$ cat src/rtl/pipe_stage_skid_pkg.sv
// Shared types and constants for the CPU pipeline-stage registers.
//
// Contents:
//   pipe_state_e    occupancy state of an elastic pipeline stage
//   EXE_MEM_*_W     payload/control widths of the EXE/MEM stage register
//   CTRL_*          bit positions of the side-effect control bits
//   occupancy_of()  converts a stage state to an entry count
package cpu_pipe_pkg;

  typedef enum logic [1:0] {
    PS_EMPTY = 2'd0,
    PS_HALF  = 2'd1,
    PS_FULL  = 2'd2
  } pipe_state_e;

  localparam int EXE_MEM_DATA_W = 107;
  localparam int EXE_MEM_CTRL_W = 5;

  localparam int CTRL_MEMREAD  = 0;
  localparam int CTRL_MEMWRITE = 1;
  localparam int CTRL_REGWRITE = 2;

  function automatic logic [1:0] occupancy_of(input pipe_state_e s);
    logic [1:0] n;
    n = 2'd0;
    case (s)
      PS_HALF: n = 2'd1;
      PS_FULL: n = 2'd2;
      default: n = 2'd0;
    endcase
    return n;
  endfunction

endpackage

$ cat src/rtl/pipe_stage_skid_if.sv
// Valid/ready channel carrying one pipeline entry (payload + control bits).
//
// Signals:
//   valid  source has an entry this cycle
//   ready  sink accepts the entry this cycle
//   data   DATA_W payload
//   ctrl   CTRL_W side-effect control bits
// Modports:
//   master  drives valid/data/ctrl, receives ready
//   slave   receives valid/data/ctrl, drives ready
interface pipe_stage_skid_if
  import cpu_pipe_pkg::*;
#(
  parameter int DATA_W = EXE_MEM_DATA_W,
  parameter int CTRL_W = EXE_MEM_CTRL_W
) ();

  logic              valid;
  logic              ready;
  logic [DATA_W-1:0] data;
  logic [CTRL_W-1:0] ctrl;

  modport master (output valid, output data, output ctrl, input ready);
  modport slave  (input valid, input data, input ctrl, output ready);

endinterface

$ cat src/rtl/pipe_stage_skid.sv
// Elastic pipeline-stage register with valid/ready handshake.
//
// Holds up to two entries (main = head, skid = overflow) when SKID != 0 so that
// in_ready comes straight from a flop; with SKID == 0 a single register is used
// and in_ready is combinational from out_ready. A flush kills every held entry
// and the entry offered in the same cycle. A saturating counter records cycles
// where the stage holds an entry that downstream refuses.
//
// Ports:
//   clk        rising-edge clock
//   rst        asynchronous active-high reset
//   in_bus     upstream channel (slave): valid/data/ctrl in, ready out
//   out_bus    downstream channel (master): valid/data/ctrl out, ready in
//   flush      synchronous kill of all held entries and this cycle's input
//   occupancy  number of entries held (0..2)
//   stall_cnt  saturating count of out_valid & !out_ready cycles
module pipe_stage_skid
  import cpu_pipe_pkg::*;
#(
  parameter int                DATA_W   = EXE_MEM_DATA_W,
  parameter int                CTRL_W   = EXE_MEM_CTRL_W,
  parameter logic [CTRL_W-1:0] CTRL_RST = '0,
  parameter int                SKID     = 1,
  parameter int                CNT_W    = 16
) (
  input  logic                 clk,
  input  logic                 rst,
  pipe_stage_skid_if.slave     in_bus,
  pipe_stage_skid_if.master    out_bus,
  input  logic                 flush,
  output logic [1:0]           occupancy,
  output logic [CNT_W-1:0]     stall_cnt
);

  pipe_state_e       state;
  pipe_state_e       state_n;

  logic [DATA_W-1:0] main_data;
  logic [CTRL_W-1:0] main_ctrl;
  logic [DATA_W-1:0] skid_data;
  logic [CTRL_W-1:0] skid_ctrl;

  logic in_ready;
  logic out_valid;
  logic in_fire;
  logic out_fire;

  logic load_main_in;
  logic load_main_skid;
  logic load_skid;
  logic clear_main_ctrl;
  logic kill;

  assign out_valid = (state != PS_EMPTY);
  assign in_fire   = in_bus.valid & in_ready;
  assign out_fire  = out_valid & out_bus.ready;

  assign in_bus.ready  = in_ready;
  assign out_bus.valid = out_valid;
  assign out_bus.data  = main_data;
  // Gate with out_valid so a bubble never exposes stale or unknown control bits.
  assign out_bus.ctrl  = out_valid ? main_ctrl : CTRL_RST;
  assign occupancy     = occupancy_of(state);

  // State register.
  always_ff @(posedge clk or posedge rst) begin
    if (rst) begin
      state <= PS_EMPTY;
    end else begin
      state <= state_n;
    end
  end

  // Next-state and datapath load strobes; flush overrides every transition.
  always_comb begin
    state_n         = state;
    load_main_in    = 1'b0;
    load_main_skid  = 1'b0;
    load_skid       = 1'b0;
    clear_main_ctrl = 1'b0;
    kill            = 1'b0;
    if (flush) begin
      state_n = PS_EMPTY;
      kill    = 1'b1;
    end else begin
      case (state)
        PS_EMPTY: begin
          if (in_fire) begin
            state_n      = PS_HALF;
            load_main_in = 1'b1;
          end
        end
        PS_HALF: begin
          if (in_fire && out_fire) begin
            load_main_in = 1'b1;
          end else if (in_fire && (SKID != 0)) begin
            // Head is stuck downstream; park the new entry behind it.
            state_n   = PS_FULL;
            load_skid = 1'b1;
          end else if (out_fire) begin
            state_n         = PS_EMPTY;
            clear_main_ctrl = 1'b1;
          end
        end
        PS_FULL: begin
          if (out_fire) begin
            state_n        = PS_HALF;
            load_main_skid = 1'b1;
          end
        end
        default: state_n = PS_EMPTY;
      endcase
    end
  end

  // Head register. Only control bits are cleared on kill/drain; payload keeps its value.
  always_ff @(posedge clk or posedge rst) begin
    if (rst) begin
      main_data <= '0;
      main_ctrl <= CTRL_RST;
    end else if (kill) begin
      main_ctrl <= CTRL_RST;
    end else if (load_main_in) begin
      main_data <= in_bus.data;
      main_ctrl <= in_bus.ctrl;
    end else if (load_main_skid) begin
      main_data <= skid_data;
      main_ctrl <= skid_ctrl;
    end else if (clear_main_ctrl) begin
      main_ctrl <= CTRL_RST;
    end
  end

  generate
    if (SKID != 0) begin : g_skid
      logic in_ready_q;

      // Overflow entry, only ever read when moving into the head.
      always_ff @(posedge clk or posedge rst) begin
        if (rst) begin
          skid_data <= '0;
          skid_ctrl <= CTRL_RST;
        end else if (kill) begin
          skid_ctrl <= CTRL_RST;
        end else if (load_skid) begin
          skid_data <= in_bus.data;
          skid_ctrl <= in_bus.ctrl;
        end
      end

      // Ready is precomputed from the next state so it leaves a flop and has
      // no combinational dependence on out_ready.
      always_ff @(posedge clk or posedge rst) begin
        if (rst) begin
          in_ready_q <= 1'b1;
        end else begin
          in_ready_q <= (state_n != PS_FULL);
        end
      end

      assign in_ready = in_ready_q;
    end else begin : g_noskid
      assign skid_data = '0;
      assign skid_ctrl = CTRL_RST;
      assign in_ready  = ~out_valid | out_bus.ready;
    end
  endgenerate

  // Saturating stall counter, cleared only by reset.
  always_ff @(posedge clk or posedge rst) begin
    if (rst) begin
      stall_cnt <= '0;
    end else if (out_valid && !out_bus.ready && (stall_cnt != {CNT_W{1'b1}})) begin
      stall_cnt <= stall_cnt + CNT_W'(1);
    end
  end

endmodule

$ cat src/flat_wrapper.sv
// flat-port wrapper written by rule: the top's interface ports become plain ports
module pipe_stage_skid_flat import cpu_pipe_pkg::*;
#(
  parameter int                DATA_W   = EXE_MEM_DATA_W,
  parameter int                CTRL_W   = EXE_MEM_CTRL_W,
  parameter logic [CTRL_W-1:0] CTRL_RST = '0,
  parameter int                SKID     = 1,
  parameter int                CNT_W    = 16
)
  (clk, rst, flush, occupancy, stall_cnt, in_bus_valid, in_bus_data, in_bus_ctrl, in_bus_ready, out_bus_valid, out_bus_data, out_bus_ctrl, out_bus_ready);
  pipe_stage_skid_if #(.DATA_W(DATA_W), .CTRL_W(CTRL_W)) in_bus_i ();
  pipe_stage_skid_if #(.DATA_W(DATA_W), .CTRL_W(CTRL_W)) out_bus_i ();
  input  logic clk;
  input  logic rst;
  input  logic flush;
  output logic [1:0] occupancy;
  output logic [CNT_W-1:0] stall_cnt;
  input wire logic [$bits(in_bus_i.valid)-1:0] in_bus_valid;
  input wire logic [$bits(in_bus_i.data)-1:0] in_bus_data;
  input wire logic [$bits(in_bus_i.ctrl)-1:0] in_bus_ctrl;
  output wire logic [$bits(in_bus_i.ready)-1:0] in_bus_ready;
  output wire logic [$bits(out_bus_i.valid)-1:0] out_bus_valid;
  output wire logic [$bits(out_bus_i.data)-1:0] out_bus_data;
  output wire logic [$bits(out_bus_i.ctrl)-1:0] out_bus_ctrl;
  input wire logic [$bits(out_bus_i.ready)-1:0] out_bus_ready;
  assign in_bus_i.valid = in_bus_valid;
  assign in_bus_i.data = in_bus_data;
  assign in_bus_i.ctrl = in_bus_ctrl;
  assign in_bus_ready = in_bus_i.ready;
  assign out_bus_valid = out_bus_i.valid;
  assign out_bus_data = out_bus_i.data;
  assign out_bus_ctrl = out_bus_i.ctrl;
  assign out_bus_i.ready = out_bus_ready;
  pipe_stage_skid #(.DATA_W(DATA_W), .CTRL_W(CTRL_W), .CTRL_RST(CTRL_RST), .SKID(SKID), .CNT_W(CNT_W)) u_core (.clk(clk), .rst(rst), .in_bus(in_bus_i), .out_bus(out_bus_i), .flush(flush), .occupancy(occupancy), .stall_cnt(stall_cnt));
endmodule
$ cat config.mk
export PLATFORM = sky130hd
export DESIGN_NAME = pipe_stage_skid_flat
export DESIGN_NICKNAME = d
export VERILOG_FILES = /design/src/rtl/pipe_stage_skid_pkg.sv /design/src/rtl/pipe_stage_skid_if.sv /design/src/rtl/pipe_stage_skid.sv /design/src/flat_wrapper.sv
export SDC_FILE = /design/constraint.sdc
export NUM_CORES = 1
export LEC_CHECK = 0
export ABC_AREA = 1
export BUFFER_PORTS_ARGS = -buffer_cell sky130_fd_sc_hd__buf_2
export CORE_MARGIN = 5
export CORE_UTILIZATION = 45
export DETAILED_ROUTE_END_ITERATION = 10
export PLACE_DENSITY = 0.75
export SYNTH_ARGS = -nofsm -noshare
export SYNTH_HDL_FRONTEND = slang
export SYNTH_SLANG_ARGS = --single-unit
export TNS_END_PERCENT = 30
$ cat constraint.sdc
create_clock -name clk -period 17.2 [get_ports clk]
set_input_delay 0 -clock clk [delete_from_list [all_inputs] [get_ports clk]]
set_output_delay 0 -clock clk [all_outputs]
set_load 0.05 [all_outputs]
# Yosys cells after proc, flatten, opt, wreduce, memory -nomap -nowiden
# Index checks and enable logic that the tools add are counted.
# Widths: inputs -> output; s select.
# totals
inputBits	117
output_inout_bits	132
regBits	243
# op_classes
muxes	32
bitwise	3
n_reduce_logical	11
eq_ne	4
n_addsub	1
# op_table
cell	count
$mux 107	2
$mux 5	7
$add 16x1->16 const B	1
$ne 16x16->1 const B	1
$mux 1	14
$mux 2	6
$pmux 2 s3	1
$reduce_bool 2->1	3
$pmux 2 s2	1
$reduce_and 2->1	2
$reduce_bool 4->1	1
$logic_and 1x1->1	3
$and 1x1->1	2
$eq 2x1->1 const B	1
$eq 2x2->1 const B	1
$logic_not 2->1	1
$ne 2x2->1 const B	1
$pmux 1 s2	1
$logic_not 1->1	1
$not 1->1	1

# Longest topological paths before layout
# logic_depth
depth_word	11
ltp_mapped	11
ltp_nobuf	8

# Worst setup path after synthesis
# Ideal clock, no wire load.
# synth_timing
path_kind	register to register
from	register u_core.stall_cnt[0]
to	register u_core.stall_cnt[0]
stages_incl_launch_ff	10
path_slack_ps	15195
t_arrival_ps	1886
cell_sequence	dfrtp_1 -> ha_1 -> inv_1 -> nor2_4 -> nand2_2 -> o21ai_4 -> inv_2 -> buf_6 -> nand2_1 -> nand2_1
# synth_between
elab_chain_len	2
elab_cells_between_ends	3
classes_between	1 x add/sub; 1 x eq/ne; 1 x reduce/logical
# synth_rtl
element	line	rtl
start: declaration	pipe_stage_skid.sv:32	output logic [CNT_W-1:0] stall_cnt
start signal: assignment	pipe_stage_skid.sv:174	stall_cnt <= stall_cnt + CNT_W'(1);
branches (longest 2 deep; another with $add 16x1->16)	n/a	
# Parallel ways; which one is timed is not known.
# A chain may end at the register's enable or synchronous reset.

# Worst setup path after layout
# layout_timing
from	input port flush
to	register u_core.skid_data[23]
# layout_between
elab_chain_len	3
elab_cells_between_ends	4
classes_between	2 x mux; 1 x bitwise; 1 x reduce/logical
# layout_rtl
element	line	rtl
start: declaration	flat_wrapper.sv:15	input logic flush;
$mux 1	pipe_stage_skid.sv:82	if (flush) begin
$not 1->1 (no line)	n/a	
$reduce_and 2->1 (no line) *	n/a	
end signal: assignment	pipe_stage_skid.sv:146	skid_data <= in_bus.data;
end: declaration	pipe_stage_skid.sv:40	logic [DATA_W-1:0] skid_data;
# Mark *: on every way between the ends. The rest lies on a longest branch, timed or not.

==> run summary <==
The flow ran to the end, and the final reports show no timing, DRC or antenna violations. The root buffer cell chosen for the clock tree is sky130_fd_sc_hd__clkbuf_16. The synthesized design devotes to its leading area cell type 55.67% of total area.

The share of synthesized flip-flops with an asynchronous set or reset was 100.0%. Final-report setup violation count: 0. The startpoint type of the worst setup path was a primary input. In this run, synthesis produced a sequential element count of 243.

Final hold analysis gives a worst-case slack of 108.2 ps. Summed over all layers, the global routing overflow is 0. The mean instance size in the synthesized netlist works out to 8.374 um2.

For this run, the total global-route usage over all layers was measured as 23.98%. The tools report the number of levels the H-tree was split into as 1. The most common flop cell mapped by yosys is sky130_fd_sc_hd__dfrtp_1. Counting every instance in the synthesized netlist gives 1299. By area, the combinational part of the netlist is dominated by simple AND/OR/NAND/NOR gates. The number of nets still failing antenna checks after routing is 0, and the wire length reported by the detailed router is 33470 um.

The setup skew after layout was 12.75 ps. Before CTS, the worst setup slack after placement is 13270 ps. By count the netlist is led by 514 x sky130_fd_sc_hd__nand2_1, 242 x sky130_fd_sc_hd__dfrtp_1, 223 x sky130_fd_sc_hd__nand3_1, 117 x sky130_fd_sc_hd__nand4_1, 40 x sky130_fd_sc_hd__clkbuf_1. The post-layout utilization of the core is 60.13%. The run gives 14.75% as the tightest slew margin relative to the limit. The clock edge transition at the registers on the reported setup and hold paths works out to 60 ps.

The tools report the proportion of synthesized chip area in sequential cells as 55.91%. Data on the critical path is required at its endpoint by 17660 ps. For the largest net degree at the start of global routing, the log shows 110. The logs give 1723 for the number of nets in the layout and 27380 um2 for the die area. For the clock network latency to the later pin of the worst-skew pair, the log shows 530 ps. Number of antenna violations at the first check in global routing: 1.

The routed layout has 10740 vias. The worst register-to-register path begins at u_core.in_bus.ready. The synthesized netlist devotes 0.7821% of its cell area to compound gates.

The core region is 23610 um2. The run gives 12150 um2 as the post-placement cell area. The number of failing hold endpoints at the final stage was 0.

The total power density per cell area came out at 143.2 nW/um2. The half-perimeter wire length after detailed placement is 18760 um. The tools report the element type at the critical path end as a flop. TritonCTS built the clock tree.

The simple-gate share of the synthesized area is 36.85%. Summed over all failing endpoints, the final setup total negative slack is 0 ps. Of the total synthesized cell area, the portion taken by full adders, half adders and majority gates is 0.1150%. Signal arrival time at the worst endpoint: 4480 ps. During synthesis, Yosys emitted a total of 0 warnings.

Synthesis produced a netlist with a net count of 1417. Measured along the x axis, the die boundary spans 165.5 um. Row generation in the floorplan step produced 56 rows. Counting both buffers and inverters, the worst setup path holds a total of 6. Summed over all cells, the static leakage comes to 7.287 nW.

Cells with a size suffix above 1 make up 19.52% of the layout. The cell count of the worst reg-to-reg path works out to 7. Setup repair after global routing left no endpoint under its margin. The peak per-stage delay on the critical path is 810 ps, and the number of enable flip-flop cells after synthesis is 0. The largest delay contributor family on the critical path is buffers and inverters.

The signal on the critical path passes through dlygate4sd3_1 > buf_2 > inv_4 > buf_4 > nand4_4 > clkinv_2 > buf_4 > nand2_1 > nand2_1. 249 I/O pins were placed. The worst register-to-register path ends at u_core.skid_data[23]. The starting DRC count in detailed routing was 1265. Cell type of the slowest stage on the worst timing path: sky130_fd_sc_hd__clkinv_2.

The via count of the first global-routing pass is 10830, and the area overhead of the layout relative to synthesis is 30.52%. Of the available clock period, the critical path in the final layout requires 23.35%. For this design, the sink count on the clock tree is 243. The run gives 0 as the number of max-slew violations in the final report. Of all cell types, the one taking the most synthesized area is sky130_fd_sc_hd__dfrtp_1.

The worst path meets setup with 13180 ps of slack. The tool flagged a number of max-cap violations equal to 0. The classification of the worst-slack hold path was primary input to asynchronous set/reset pin.

Across the VDD grid, the largest voltage drop is 83.64 uV. The worst setup path is of the primary input to flop kind. Before antenna repair, the detailed router went through 8 iterations. Dividing the detail-routed wire length by the instance count gives 17.20 um.

The maximum clock path buffer count is 3, and the maximum clock frequency is 0.2490 GHz. The mux contribution to synthesized area is 0%, and the vias per cell is 5.518. The cell area that synthesis handed to floorplanning was 10880 um2. The quantity of I/O buffers inserted on ports is 248, and the number of buffers added by the clock tree synthesis step is 27. Summing internal, switching and leakage power gives 2.033 mW. The first-pass GRT wire length was 53870 um; the worst-path maximum fanout was 65. The finished layout holds 1946 standard cells, fillers aside.

For the initial standard-cell utilization of the core, the log shows 46.07%. The worst-margin pin slew was 1279 ps. The placer congestion estimate was 0.8516; the xor/xnor cell area share of the yosys netlist was 0.6441%. Counting the fill cells in the layout gives 1973. The finished cells cover 14200 um2. By area the synthesized netlist is led by sky130_fd_sc_hd__dfrtp_1 56%, sky130_fd_sc_hd__nand2_1 18%, sky130_fd_sc_hd__nand3_1 10%. Yosys mapped the design onto 28 distinct sky130hd cell types.

Number of placed cells counting well taps: 1779. After detailed routing, the number of remaining DRC violations is 0. The height of the die works out to 165.5 um.

Yosys instantiated no cell more often than sky130_fd_sc_hd__nand2_1. Counting I/O delays and the setup requirement, the final critical path takes 4016 ps. In this run the register-to-register setup slack is 13830 ps.
-- metal layers --
metal  up-vias  routed length, um  GRT usage [%]
met2       586              16070          40.55
met5         -                  0              0
met1      5120              13190          30.00
met3       120               2642          4.120
met4         0               1568          11.36
li1       4912                  -              -
-- flip-flops by register name, indices dropped and copies added (netlist names) --
register and flops:
u_core.skid_data 107, u_core.stall_cnt 16, u_core.in_bus.ready 1, u_core.skid_ctrl 5, u_core.state 2, u_core.out_bus.data 107, u_core.main_ctrl 5
-- where the power goes --
part | leakage (nW) | total [mW] | switching, mW | internal, mW
logic | 3.79 | 0.621 | 0.455 | 0.166
registers | 3.07 | 0.839 | 0.101 | 0.738
clock network | 0.425 | 0.573 | 0.228 | 0.345
total | 7.29 | 2.03 | 0.784 | 1.25
-- logic make-up (layout without fill, tap and decap cells) --
kind of cell	after synthesis	count (layout)
AND/OR/NAND/NOR	901	901
flip-flops	243	243
buffers and inverters	133	458
AO/OA/AOI/OAI	13	13
XOR/XNOR	8	8
adder cells (fa/ha/maj)	1	1
other	0	3
-- worst min-delay path: cells and delay by family --
| kind | cells | cell delay [ps] |
|---|---|---|
| buffers and inverters | 3 | 1100 |
-- worst max path at each step --
stage           from                   end  slack [ps]  cells past startpoint
3_5_place_dp   flush  u_core.skid_data[44]       13270                      8
2_1_floorplan    rst   u_core.main_ctrl[0]       10530                      1
5_1_grt        flush  u_core.skid_data[39]       12960                      9
3_3_place_gp   flush  u_core.skid_data[35]       13370                      8
4_1_cts        flush   u_core.skid_data[3]       13250                      9
6_report       flush  u_core.skid_data[23]       13180                      9
-- what timing repair did --
item / in CTS / in global routing
endpoints found under the hold margin: 320 / 0
hold buffers: 116 / 0
resized for setup: 0 / 0
buffers inserted: 0 / 0
-- placed cells by master, fill, tap and decap left out --
master,n
sky130_fd_sc_hd__nand2_4,2
sky130_fd_sc_hd__xor2_1,1
sky130_fd_sc_hd__nand4_1,117
sky130_fd_sc_hd__clkinvlp_4,1
sky130_fd_sc_hd__inv_8,1
sky130_fd_sc_hd__bufinv_16,2
sky130_fd_sc_hd__clkbuf_1,10
sky130_fd_sc_hd__xnor2_1,7
sky130_fd_sc_hd__nand4_4,1
sky130_fd_sc_hd__nand2_1,514
sky130_fd_sc_hd__buf_4,10
sky130_fd_sc_hd__o211ai_1,1
sky130_fd_sc_hd__a21oi_1,2
sky130_fd_sc_hd__buf_2,248
sky130_fd_sc_hd__inv_4,3
sky130_fd_sc_hd__nand3_1,222
sky130_fd_sc_hd__dfrtp_1,242
sky130_fd_sc_hd__o21ai_0,4
sky130_fd_sc_hd__nor2_2,1
sky130_fd_sc_hd__nand2_2,2
sky130_fd_sc_hd__clkbuf_8,6
sky130_fd_sc_hd__o22ai_1,5
sky130_fd_sc_hd__ha_1,1
sky130_fd_sc_hd__dlygate4sd3_1,116
sky130_fd_sc_hd__nor2_4,2
sky130_fd_sc_hd__dfstp_2,1
sky130_fd_sc_hd__nor2_1,38
sky130_fd_sc_hd__clkinv_2,2
sky130_fd_sc_hd__o21ai_4,1
sky130_fd_sc_hd__clkbuf_16,27
sky130_fd_sc_hd__inv_1,27
sky130_fd_sc_hd__inv_6,1
sky130_fd_sc_hd__inv_2,4
sky130_fd_sc_hd__diode_2,3
sky130_fd_sc_hd__nand3_4,2
-- final cells by class --
cell class / instances / area, um2 / area share [%]
flip-flops and latches: 243 / 6082 / 42.84
multi-input cells: 923 / 4203 / 29.60
repair buffers: 374 / 2477 / 17.45
clock buffers: 43 / 795.8 / 5.605
well taps: 319 / 399.1 / 2.811
inverters: 36 / 151.4 / 1.066
clock inverters: 5 / 81.33 / 0.5728
diodes: 3 / 7.507 / 0.05288
(Power assumes the default switching activity.)
